--- src/rtl/axi_burst_pkg.sv ---
// Shared types and constants for the AXI burst writer: FSM states, status codes,
// AXI burst/response encodings and the 4 KB page size that bursts may not cross.
package axi_burst_pkg;

  typedef enum logic [2:0] {
    S_IDLE  = 3'd0,
    S_ADDR  = 3'd1,
    S_DATA  = 3'd2,
    S_RESP  = 3'd3,
    S_DONE  = 3'd4,
    S_ERROR = 3'd5
  } state_e;

  localparam logic [2:0] STATUS_IDLE  = 3'b000;
  localparam logic [2:0] STATUS_BUSY  = 3'b001;
  localparam logic [2:0] STATUS_DONE  = 3'b010;
  localparam logic [2:0] STATUS_ERROR = 3'b100;

  localparam logic [1:0] BURST_INCR  = 2'b01;
  localparam logic [1:0] RESP_OKAY   = 2'b00;
  localparam logic [1:0] RESP_EXOKAY = 2'b01;
  localparam logic [1:0] RESP_SLVERR = 2'b10;
  localparam logic [1:0] RESP_DECERR = 2'b11;

  localparam logic [12:0] BOUNDARY_4K = 13'h1000;

  // SLVERR and DECERR both have the upper response bit set.
  function automatic logic resp_is_error(input logic [1:0] resp);
    return resp[1];
  endfunction

endpackage

--- src/rtl/axi_burst_len_calc.sv ---
// Beats for the next burst: the smallest of words remaining, the burst limit
// and the beats that still fit before the next 4 KB page boundary.
module axi_burst_len_calc
  import axi_burst_pkg::*;
#(
  parameter int CNT_WIDTH = 3,
  parameter int SIZE_LOG2 = 2,
  parameter int MAX_BURST = 16
) (
  input  logic [11:0]          page_offset_i,
  input  logic [CNT_WIDTH-1:0] remaining_i,
  output logic [8:0]           beats_o
);

  logic [12:0] to_boundary_s;
  logic [31:0] cand_s;
  logic [31:0] beats_s;

  // Three-way minimum of remaining words, burst limit and page room.
  always_comb begin
    to_boundary_s = (BOUNDARY_4K - {1'b0, page_offset_i}) >> SIZE_LOG2;
    if (32'(remaining_i) < 32'(MAX_BURST)) begin
      cand_s = 32'(remaining_i);
    end else begin
      cand_s = 32'(MAX_BURST);
    end
    if (cand_s < 32'(to_boundary_s)) begin
      beats_s = cand_s;
    end else begin
      beats_s = 32'(to_boundary_s);
    end
    beats_o = 9'(beats_s);
  end

endmodule

--- src/rtl/axi_burst_writer.sv ---
// Writes a bank of source words to memory as a sequence of AXI INCR bursts,
// one burst outstanding at a time, reporting idle/busy/done/error status.
module axi_burst_writer
  import axi_burst_pkg::*;
#(
  parameter int DATA_WIDTH = 32,
  parameter int ADDR_WIDTH = 32,
  parameter int WORDS      = 6,
  parameter int MAX_BURST  = 16,
  parameter int ID_WIDTH   = 4
) (
  input  logic                                 clk,
  input  logic                                 areset,
  input  logic [WORDS-1:0][DATA_WIDTH-1:0]     regs_i,
  input  logic [ADDR_WIDTH-1:0]                base_addr_i,
  input  logic [$clog2(WORDS+1)-1:0]           word_count_i,
  input  logic                                 start_i,
  output logic [2:0]                           status_o,
  input  logic                                 status_read_i,
  output logic [ID_WIDTH-1:0]                  awid_o,
  output logic [ADDR_WIDTH-1:0]                awaddr_o,
  output logic [7:0]                           awlen_o,
  output logic [2:0]                           awsize_o,
  output logic [1:0]                           awburst_o,
  output logic                                 awvalid_o,
  input  logic                                 awready_i,
  output logic [ID_WIDTH-1:0]                  wid_o,
  output logic [DATA_WIDTH-1:0]                wdata_o,
  output logic [DATA_WIDTH/8-1:0]              wstrb_o,
  output logic                                 wlast_o,
  output logic                                 wvalid_o,
  input  logic                                 wready_i,
  input  logic [ID_WIDTH-1:0]                  bid_i,
  input  logic [1:0]                           bresp_i,
  input  logic                                 bvalid_i,
  output logic                                 bready_o
);

  localparam int BYTES     = DATA_WIDTH / 8;
  localparam int SIZE_LOG2 = $clog2(BYTES);
  localparam int CW        = $clog2(WORDS + 1);

  state_e                  state_q, state_d;
  logic [ADDR_WIDTH-1:0]   addr_q, addr_d;
  logic [CW-1:0]           remaining_q, remaining_d;
  logic [CW-1:0]           idx_q, idx_d;
  logic [8:0]              burst_beats_q, burst_beats_d;
  logic [8:0]              beats_left_q, beats_left_d;
  logic [2:0]              status_q, status_d;
  logic                    awvalid_q, awvalid_d;
  logic [ADDR_WIDTH-1:0]   awaddr_q, awaddr_d;
  logic [7:0]              awlen_q, awlen_d;
  logic                    wvalid_q, wvalid_d;
  logic [DATA_WIDTH-1:0]   wdata_q, wdata_d;
  logic                    wlast_q, wlast_d;
  logic                    bready_q, bready_d;

  logic [ADDR_WIDTH-1:0]   calc_addr_s;
  logic [CW-1:0]           calc_rem_s;
  logic [8:0]              calc_beats_s;
  logic [CW-1:0]           next_idx_s;
  logic [DATA_WIDTH-1:0]   next_word_s;
  logic                    bad_job_s;
  logic                    bid_unused_s;

  // Only one burst is ever outstanding, so the response ID carries no information.
  assign bid_unused_s = ^bid_i;

  // Length calculator sees the new job in IDLE and the post-burst position otherwise.
  always_comb begin
    if (state_q == S_IDLE) begin
      calc_addr_s = base_addr_i;
      calc_rem_s  = word_count_i;
    end else begin
      calc_addr_s = addr_q + (ADDR_WIDTH'(burst_beats_q) << SIZE_LOG2);
      calc_rem_s  = remaining_q - CW'(burst_beats_q);
    end
  end

  axi_burst_len_calc #(
    .CNT_WIDTH (CW),
    .SIZE_LOG2 (SIZE_LOG2),
    .MAX_BURST (MAX_BURST)
  ) u_len_calc (
    .page_offset_i (calc_addr_s[11:0]),
    .remaining_i   (calc_rem_s),
    .beats_o       (calc_beats_s)
  );

  // Word to present on the next W beat and job validity check.
  always_comb begin
    if (state_q == S_ADDR) begin
      next_idx_s = idx_q;
    end else begin
      next_idx_s = idx_q + CW'(1'b1);
    end
    if (next_idx_s < CW'(WORDS)) begin
      next_word_s = regs_i[next_idx_s];
    end else begin
      next_word_s = {DATA_WIDTH{1'b0}};
    end
    bad_job_s = (word_count_i == {CW{1'b0}}) ||
                (32'(word_count_i) > 32'(WORDS)) ||
                (|base_addr_i[SIZE_LOG2-1:0]);
  end

  // Next-state and next-output logic; every output is taken from a flop.
  always_comb begin
    state_d       = state_q;
    addr_d        = addr_q;
    remaining_d   = remaining_q;
    idx_d         = idx_q;
    burst_beats_d = burst_beats_q;
    beats_left_d  = beats_left_q;
    status_d      = status_q;
    awvalid_d     = awvalid_q;
    awaddr_d      = awaddr_q;
    awlen_d       = awlen_q;
    wvalid_d      = wvalid_q;
    wdata_d       = wdata_q;
    wlast_d       = wlast_q;
    bready_d      = bready_q;
    case (state_q)
      S_IDLE: begin
        if (start_i) begin
          if (bad_job_s) begin
            state_d  = S_ERROR;
            status_d = STATUS_ERROR;
          end else begin
            state_d       = S_ADDR;
            status_d      = STATUS_BUSY;
            addr_d        = base_addr_i;
            remaining_d   = word_count_i;
            idx_d         = {CW{1'b0}};
            burst_beats_d = calc_beats_s;
            awvalid_d     = 1'b1;
            awaddr_d      = base_addr_i;
            awlen_d       = 8'(calc_beats_s - 9'd1);
          end
        end else begin
          status_d = STATUS_IDLE;
        end
      end
      S_ADDR: begin
        if (awready_i) begin
          state_d      = S_DATA;
          awvalid_d    = 1'b0;
          wvalid_d     = 1'b1;
          wdata_d      = next_word_s;
          wlast_d      = (burst_beats_q == 9'd1);
          beats_left_d = burst_beats_q;
        end else begin
          awvalid_d = 1'b1;
        end
      end
      S_DATA: begin
        if (wready_i) begin
          idx_d        = idx_q + CW'(1'b1);
          beats_left_d = beats_left_q - 9'd1;
          if (wlast_q) begin
            state_d  = S_RESP;
            wvalid_d = 1'b0;
            wlast_d  = 1'b0;
            bready_d = 1'b1;
          end else begin
            wdata_d = next_word_s;
            wlast_d = (beats_left_q == 9'd2);
          end
        end else begin
          wvalid_d = 1'b1;
        end
      end
      S_RESP: begin
        if (bvalid_i) begin
          bready_d = 1'b0;
          if (resp_is_error(bresp_i)) begin
            state_d  = S_ERROR;
            status_d = STATUS_ERROR;
          end else begin
            addr_d      = calc_addr_s;
            remaining_d = calc_rem_s;
            if (calc_rem_s == {CW{1'b0}}) begin
              state_d  = S_DONE;
              status_d = STATUS_DONE;
            end else begin
              state_d       = S_ADDR;
              awvalid_d     = 1'b1;
              awaddr_d      = calc_addr_s;
              awlen_d       = 8'(calc_beats_s - 9'd1);
              burst_beats_d = calc_beats_s;
            end
          end
        end else begin
          bready_d = 1'b1;
        end
      end
      S_DONE, S_ERROR: begin
        if (status_read_i) begin
          state_d  = S_IDLE;
          status_d = STATUS_IDLE;
        end else begin
          state_d = state_q;
        end
      end
      default: begin
        state_d   = S_IDLE;
        status_d  = STATUS_IDLE;
        awvalid_d = 1'b0;
        wvalid_d  = 1'b0;
        wlast_d   = 1'b0;
        bready_d  = 1'b0;
      end
    endcase
  end

  // State and output registers; reset takes effect without waiting for clk.
  always_ff @(posedge clk or posedge areset) begin
    if (areset) begin
      state_q       <= S_IDLE;
      addr_q        <= {ADDR_WIDTH{1'b0}};
      remaining_q   <= {CW{1'b0}};
      idx_q         <= {CW{1'b0}};
      burst_beats_q <= 9'd0;
      beats_left_q  <= 9'd0;
      status_q      <= STATUS_IDLE;
      awvalid_q     <= 1'b0;
      awaddr_q      <= {ADDR_WIDTH{1'b0}};
      awlen_q       <= 8'd0;
      wvalid_q      <= 1'b0;
      wdata_q       <= {DATA_WIDTH{1'b0}};
      wlast_q       <= 1'b0;
      bready_q      <= 1'b0;
    end else begin
      state_q       <= state_d;
      addr_q        <= addr_d;
      remaining_q   <= remaining_d;
      idx_q         <= idx_d;
      burst_beats_q <= burst_beats_d;
      beats_left_q  <= beats_left_d;
      status_q      <= status_d;
      awvalid_q     <= awvalid_d;
      awaddr_q      <= awaddr_d;
      awlen_q       <= awlen_d;
      wvalid_q      <= wvalid_d;
      wdata_q       <= wdata_d;
      wlast_q       <= wlast_d;
      bready_q      <= bready_d;
    end
  end

  assign status_o  = status_q;
  assign awid_o    = {ID_WIDTH{1'b0}};
  assign awaddr_o  = awaddr_q;
  assign awlen_o   = awlen_q;
  assign awsize_o  = 3'(SIZE_LOG2);
  assign awburst_o = BURST_INCR;
  assign awvalid_o = awvalid_q;
  assign wid_o     = {ID_WIDTH{1'b0}};
  assign wdata_o   = wdata_q;
  assign wstrb_o   = {BYTES{1'b1}};
  assign wlast_o   = wlast_q;
  assign wvalid_o  = wvalid_q;
  assign bready_o  = bready_q;

endmodule

--- config.mk ---
export PLATFORM = sky130hd
export DESIGN_NAME = axi_burst_writer
export DESIGN_NICKNAME = d
export VERILOG_FILES = /design/src/rtl/axi_burst_pkg.sv /design/src/rtl/axi_burst_len_calc.sv /design/src/rtl/axi_burst_writer.sv
export SDC_FILE = /design/constraint.sdc
export NUM_CORES = 1
export LEC_CHECK = 0
export ABC_AREA = 1
export CAP_MARGIN = 15
export CORE_MARGIN = 2
export CORE_UTILIZATION = 35
export CTS_CLUSTER_DIAMETER = 50
export DETAILED_ROUTE_END_ITERATION = 12
export HOLD_SLACK_MARGIN = 0.08
export PLACE_DENSITY = 0.74
export RECOVER_POWER = 25
export SLEW_MARGIN = 40
export SYNTH_ARGS = -nofsm -noshare
export SYNTH_HDL_FRONTEND = slang
export SYNTH_SLANG_ARGS = --single-unit
--- constraint.sdc ---
create_clock -name clk -period 6.3 [get_ports clk]
set_input_delay 0.945 -clock clk [delete_from_list [all_inputs] [get_ports clk]]
set_output_delay 0.945 -clock clk [all_outputs]
set_load 0.05 [all_outputs]
==> run metrics, run 1 <==
register bit total from synthesis=between 100 and 150; share of layout cells above drive strength 1=0.05346; Ports=~340; RePlAce Congestion=around 0.95; min Tclk post-route=approximately 4400 ps; post-route setup TNS=0 ps; Layout Nets=between 1.5k and 2k; Syn Inst Count=roughly 1.4k; layout overhead on the synthesized area=41.48%; average wire per standard cell=roughly 17 um; Syn Std Cell Area=around 0.0093 mm2; CTS Buf Count=17; fin util=0.5047; post-CTS sizing=0; share of the synthesized area in the top cell type=0.3715; status=finished, violations left; port bufs=~310; Pleak=5.911 nW; data required time at the worst endpoint=6790 ps; post-DP HPWL=~24 mm; ant diodes=0; initial antenna violation count=1; non-filler cells, final=about 2.0k; Core Rows=59; Critical Path AT=just under 5000 ps; largest area contributor in the netlist=dfrtp_1; final worst setup slack=roughly 1900 ps; CP max-delay cell=inv_1; Max-slew headroom=-1.378; Die X=~170 um; vias=between 10k and 15k; power density cells=about 580 mW/mm2; wire length of the first global-routing pass=51.59 mm; Slew @ Worst Pin=3567 ps; clk sink count=about 140; clock skew=11.05 ps; Hold Fails Final Rpt=0; final setup violation count=0; Setup Fix Bufs, Post-CTS=0; Starting Density=0.3567; Max clock buf depth=2; crit-path max FO=92; largest net degree at the start of global routing=97; vias in the first global route=approximately 9.5k; Die Area=approximately 0.028 mm2; CP peak stage delay=about 2500 ps; CP cell instances=dlygate4sd3_1 > inv_1 > buf_4; Main synth FF type=dfrtp_1; Post-synth EDFFs=0; Slew Limit Fails=93; CTS tree=built; DP Cell Count=just under 2k; clock-pin slew on the worst setup and hold paths=roughly 60 ps; Crit Path Class=in -> async; Avg Cell Area, Syn=between 6 and 7 um2; Routed WL=32.72 mm; worst vdd ir=between 0.3 and 0.4 mV; top cells by area, synth=dfrtp_1, o21ai_0, nand2_1, nor2_1, inv_1; # H-tree levels=4; failing checks=max-capacitance violations, max-slew violations; total grt overflow=0; post-synthesis cell type count=50; 1st-pass router iterations=5; Antenna Nets Post-Route=0; Setup WS pre-CTS=roughly 2600 ps; total track usage=0.2290; Clock Tree Root=clkbuf_16; DRT iter0 DRCs=844; synth warn=0; fill cell count=2560; vias per cell=5.153; CTS Hold Bufs=0; RSZ-0062 raised after global routing=no; most frequent cells after synthesis=nand2_1, o21ai_0, nor2_1; Period Utilization, post-route=0.6997; core region area=~0.026 mm2; number of max-cap violations=1; HP Class=reg -> reg; Clock Latency Late Sink=roughly 420 ps; ys async rst share=1.000; endpoint type of the worst setup path=async pin; Max Fclk=roughly 0.23 GHz; DIE HEIGHT=167.0 um; sequential share of the synthesized area=0.3715; most numerous cell in the Yosys netlist=nand2_1; startpoint types=input port; DRC Markers=0
## final cells by class
cell class	instances	area, um2	area share
clock buffer	18	439.2	0.03339
clock inverter	14	137.6	0.01046
inverter	140	525.5	0.03995
multi-input combinational	1012	4955	0.3767
sequential	138	3453	0.2626
tap	335	419.2	0.03187
timing repair buffer	324	3223	0.2451
## placed cells by master, fill, tap and decap left out, types with 3 or more instances in the layout
master,instances
a21oi_1,21
a31oi_1,6
buf_4,9
clkbuf_16,17
clkdlybuf4s50_1,312
clkinvlp_4,5
conb_1,17
dfrtp_1,138
ha_1,16
inv_1,128
inv_2,11
inv_6,6
nand2_1,318
nand2_2,3
nand3_1,85
nand3_2,3
nand3b_1,3
nand4_1,19
nor2_1,160
nor2_2,7
nor3_1,9
nor4_1,4
o211ai_1,3
o21ai_0,240
o21ai_1,11
o21ai_2,3
o21bai_1,3
o221ai_1,32
o22ai_1,3
o31ai_1,5
or2_2,13
xnor2_1,3
xor2_1,5
## critical path, delay by kind of cell
kind,cells,cell delay [ps]
buffers and inverters,3,3860
## kinds of logic (layout without fill, tap and decap cells)
| kind of cell | Yosys count | count (layout) | share of synthesized area |
|---|---|---|---|
| flops | 138 | 138 | 0.3715 |
| other cells | 2 | 17 | 0.0008078 |
| compound gates | 338 | 338 | 0.2036 |
| buf+inv | 226 | 496 | 0.1034 |
| mux | 1 | 1 | 0.001211 |
| simple gates | 630 | 630 | 0.2861 |
| fa+ha+maj | 18 | 18 | 0.02584 |
| xor+xnor | 8 | 8 | 0.007537 |
## sequential cells by signal, indices dropped and copies added (netlist names), 8 cells and up
name	cells
awaddr_o	32
addr_q	32
beats_left_q	9
wdata_o	32
awlen_o	8
burst_beats_q	9
## stage by stage
step | hold slack [ps] | power (W) | area [um2]
2_1_floorplan | 448.3 | 0.005135 | 9353
3_3_place_gp | 464.9 | 0.006553 | 12560
3_5_place_dp | 463.7 | 0.006662 | 12580
4_1_cts | 482.2 | 0.007686 | 13160
5_1_grt | 505.3 | 0.008313 | 13150
6_report | 479.2 | 0.007653 | 13150
## power breakdown
group | total (W) | internal (W) | switching [W]
Sequential | 0.00161 | 0.00131 | 0.000302
Combinational | 0.00505 | 0.00161 | 0.00344
Clock | 0.000995 | 0.000563 | 0.000432
## per-layer routing
metal | vias to the layer above | wire (um) | GRT usage
met3 | 53 | 2152 | 0.04634
met1 | 4729 | 14290 | 0.3030
met4 | 2 | 935 | 0.07609
met2 | 400 | 15330 | 0.3748
li1 | 5025 | - | -
met5 | - | 13 | 0
## final timing paths
path / from / to / slack, ps / cells after the start
setup / recovery: areset / status_o[2]$_DFFE_PP0P_ / 1890 / 3
hold / removal: addr_q[5]$_DFFE_PP0P_ / addr_q[5]$_DFFE_PP0P_ / 480 / 2
setup reg to reg: state_q[2]$_DFFE_PP0P_ / awlen_o[5]$_DFFE_PP0P_ / 2570 / 14
hold reg to reg: addr_q[5]$_DFFE_PP0P_ / addr_q[5]$_DFFE_PP0P_ / 480 / 2
max in group clk: state_q[2]$_DFFE_PP0P_ / awlen_o[5]$_DFFE_PP0P_ / 2570 / 14
min in group asynchronous: areset / awlen_o[7]$_DFFE_PP0P_ / 2300 / 2
Power figures use the tool's default switching activity.
==> run 2, diff against run 1 <==
- PLACE_DENSITY: 0.74 -> 0.77
- clock period: 6.3 -> 3.9 ns (I/O delays scaled with it)
==> run 2 against run 1 <==
Compared with the run above: setup slack worse by 1200 ps; worst hold slack better by 1.6 ps; the flow still finishes with violations (max-capacitance violations, max-slew violations); global-route usage is 0.47 points lower; critical endpoint is now addr_q[13]$_DFFE_PP0P_; die area stayed put; sequential power is 61% higher; critical path depth stayed put; combinational power is 60% higher; sequential cell count stayed put; clock skew hardly changed; count of clock-buffer cells in the layout is 1 lower; power is 60% higher; critical path type unchanged; via count is 0.80% higher.
==> run metrics, run 2 (synthesis gave the netlist of run 1 again) <==
Die Area=0.02788 mm2; Routed WL=around 32 mm; crit-path max FO=between 40 and 50; layout overhead on the synthesized area=42.02%; commonest non-fill, non-tap cells in the layout=nand2_1, clkdlybuf4s50_1, o21ai_0, nor2_1, dfrtp_1; DIE HEIGHT=167.0 um; Ports=336; vias=about 10k; failing checks=max-capacitance violations, max-slew violations; CTS tree=built; wire length of the first global-routing pass=between 50 and 60 mm; hold path cells=2; port bufs=roughly 310; Slew @ Worst Pin=about 2200 ps; ant diodes=0; vias in the first global route=around 9.6k; total grt overflow=0; final worst setup slack=~700 ps; min Tclk post-route=between 3000 and 4000 ps; worst vdd ir=about 0.57 mV; Clock Latency Late Sink=~420 ps; CTS Buf Count=17; CTS Hold Bufs=0; clock skew=~11 ps; Antenna Nets Post-Route=0; status=finished, violations left; hold slack=between 400 and 500 ps; average wire per standard cell=about 16 um; share of layout cells above drive strength 1=0.05630; Critical Path AT=3280 ps; clock-pin slew on the worst setup and hold paths=around 60 ps; DRT iter0 DRCs=between 800 and 900; RSZ-0062 raised after global routing=no; power density cells=slightly above 900 mW/mm2; initial antenna violation count=0; 1st-pass router iterations=5; Setup Fix Bufs, Post-CTS=0; Pleak=~5.9 nW; endpoint type of the worst setup path=async pin; vias per cell=just over 5; Die X=167.0 um; Period Utilization, post-route=0.8211; clk sink count=about 140; Layout Nets=1897; Max-slew headroom=-0.4462; Setup WS pre-CTS=673.4 ps; startpoint types=input port; Slew Limit Fails=about 110; post-route setup TNS=0 ps; DRC Markers=0; commonest non-fill, non-tap cell in the layout=nand2_1; # H-tree levels=4; fin util=0.5067; Max clock buf depth=2; Hold Fails Final Rpt=0; total track usage=0.2243; Clock Tree Root=clkbuf_16; post-DP HPWL=~24 mm; crit path from=areset; post-CTS sizing=0; R2R depth=25; data required time at the worst endpoint=approximately 4000 ps; Core Rows=slightly below 60; core region area=around 0.026 mm2; HP Class=reg -> reg; number of max-cap violations=2; Max Fclk=~0.31 GHz; largest net degree at the start of global routing=64; final setup violation count=0; Starting Density=0.3567; RePlAce Congestion=just under 0.9; reg-to-reg critical path startpoint=burst_beats_q[0]$_DFFE_PP0P_; Worst Hold Launch=awaddr_o[7]$_DFFE_PP0P_; Crit Path Class=in -> async
[run 2: cell types whose count changed in the layout (fill, tap and decap cells not counted), sizes merged]
| cell | delta |
|---|---|
| clkbuf | +1 |
| clkdlybuf4s25 | +1 |
| inv | -1 |
| clkinvlp | +2 |
| buf | +3 |
[run 2: power by group]
group	internal, W	total, W	switching [W]
Combinational	0.00266	0.00810	0.00544
Clock	0.000889	0.00157	0.000680
Sequential	0.00212	0.00260	0.000488
Total	0.00566	0.0123	0.00661
[run 2: worst paths after layout]
path	endpoint	slack, ps
min in group asynchronous	awlen_o[5]$_DFFE_PP0P_	620
worst max-delay path	addr_q[13]$_DFFE_PP0P_	700
worst max register to register	awlen_o[2]$_DFFE_PP0P_	700
worst min register to register	awaddr_o[7]$_DFFE_PP0P_	480
max in group clk	awlen_o[2]$_DFFE_PP0P_	700
worst min-delay path	awaddr_o[7]$_DFFE_PP0P_	480
[run 2: metal layers]
layer,track usage,up-vias,part of all wire
li1,-,5041,-
met1,0.3003,4808,0.43
met2,0.3688,397,0.48
met3,0.04135,45,0.069
met4,0.06897,0,0.022
met5,0,-,0
[run 2: final cells by class]
| class | count | area (um2) |
|---|---|---|
| repair buffers | 330 | 3282 |
| inverters | 140 | 526.8 |
| clock buffers | 17 | 425.4 |
| well taps | 335 | 419.2 |
| flip-flops and latches | 138 | 3453 |
| clock inverters | 15 | 143.9 |
| fillers | 2555 | 12860 |
| multi-input cells | 1012 | 4952 |
[run 2: critical path, stage by stage]
cell and delay [ps]:
dlygate4sd3_1 550, clkinvlp_2 310, clkdlybuf4s25_1 1790
[run 2: per-stage QoR]
stage | cell area, um2 | power [W] | std cells
2_1_floorplan | 9356 | 0.008295 | 1376
3_3_place_gp | 12660 | 0.01052 | 1954
3_5_place_dp | 12680 | 0.01068 | 1955
4_1_cts | 13250 | 0.01231 | 1987
5_1_grt | 13200 | 0.01335 | 1987
6_report | 13200 | 0.01227 | 1987
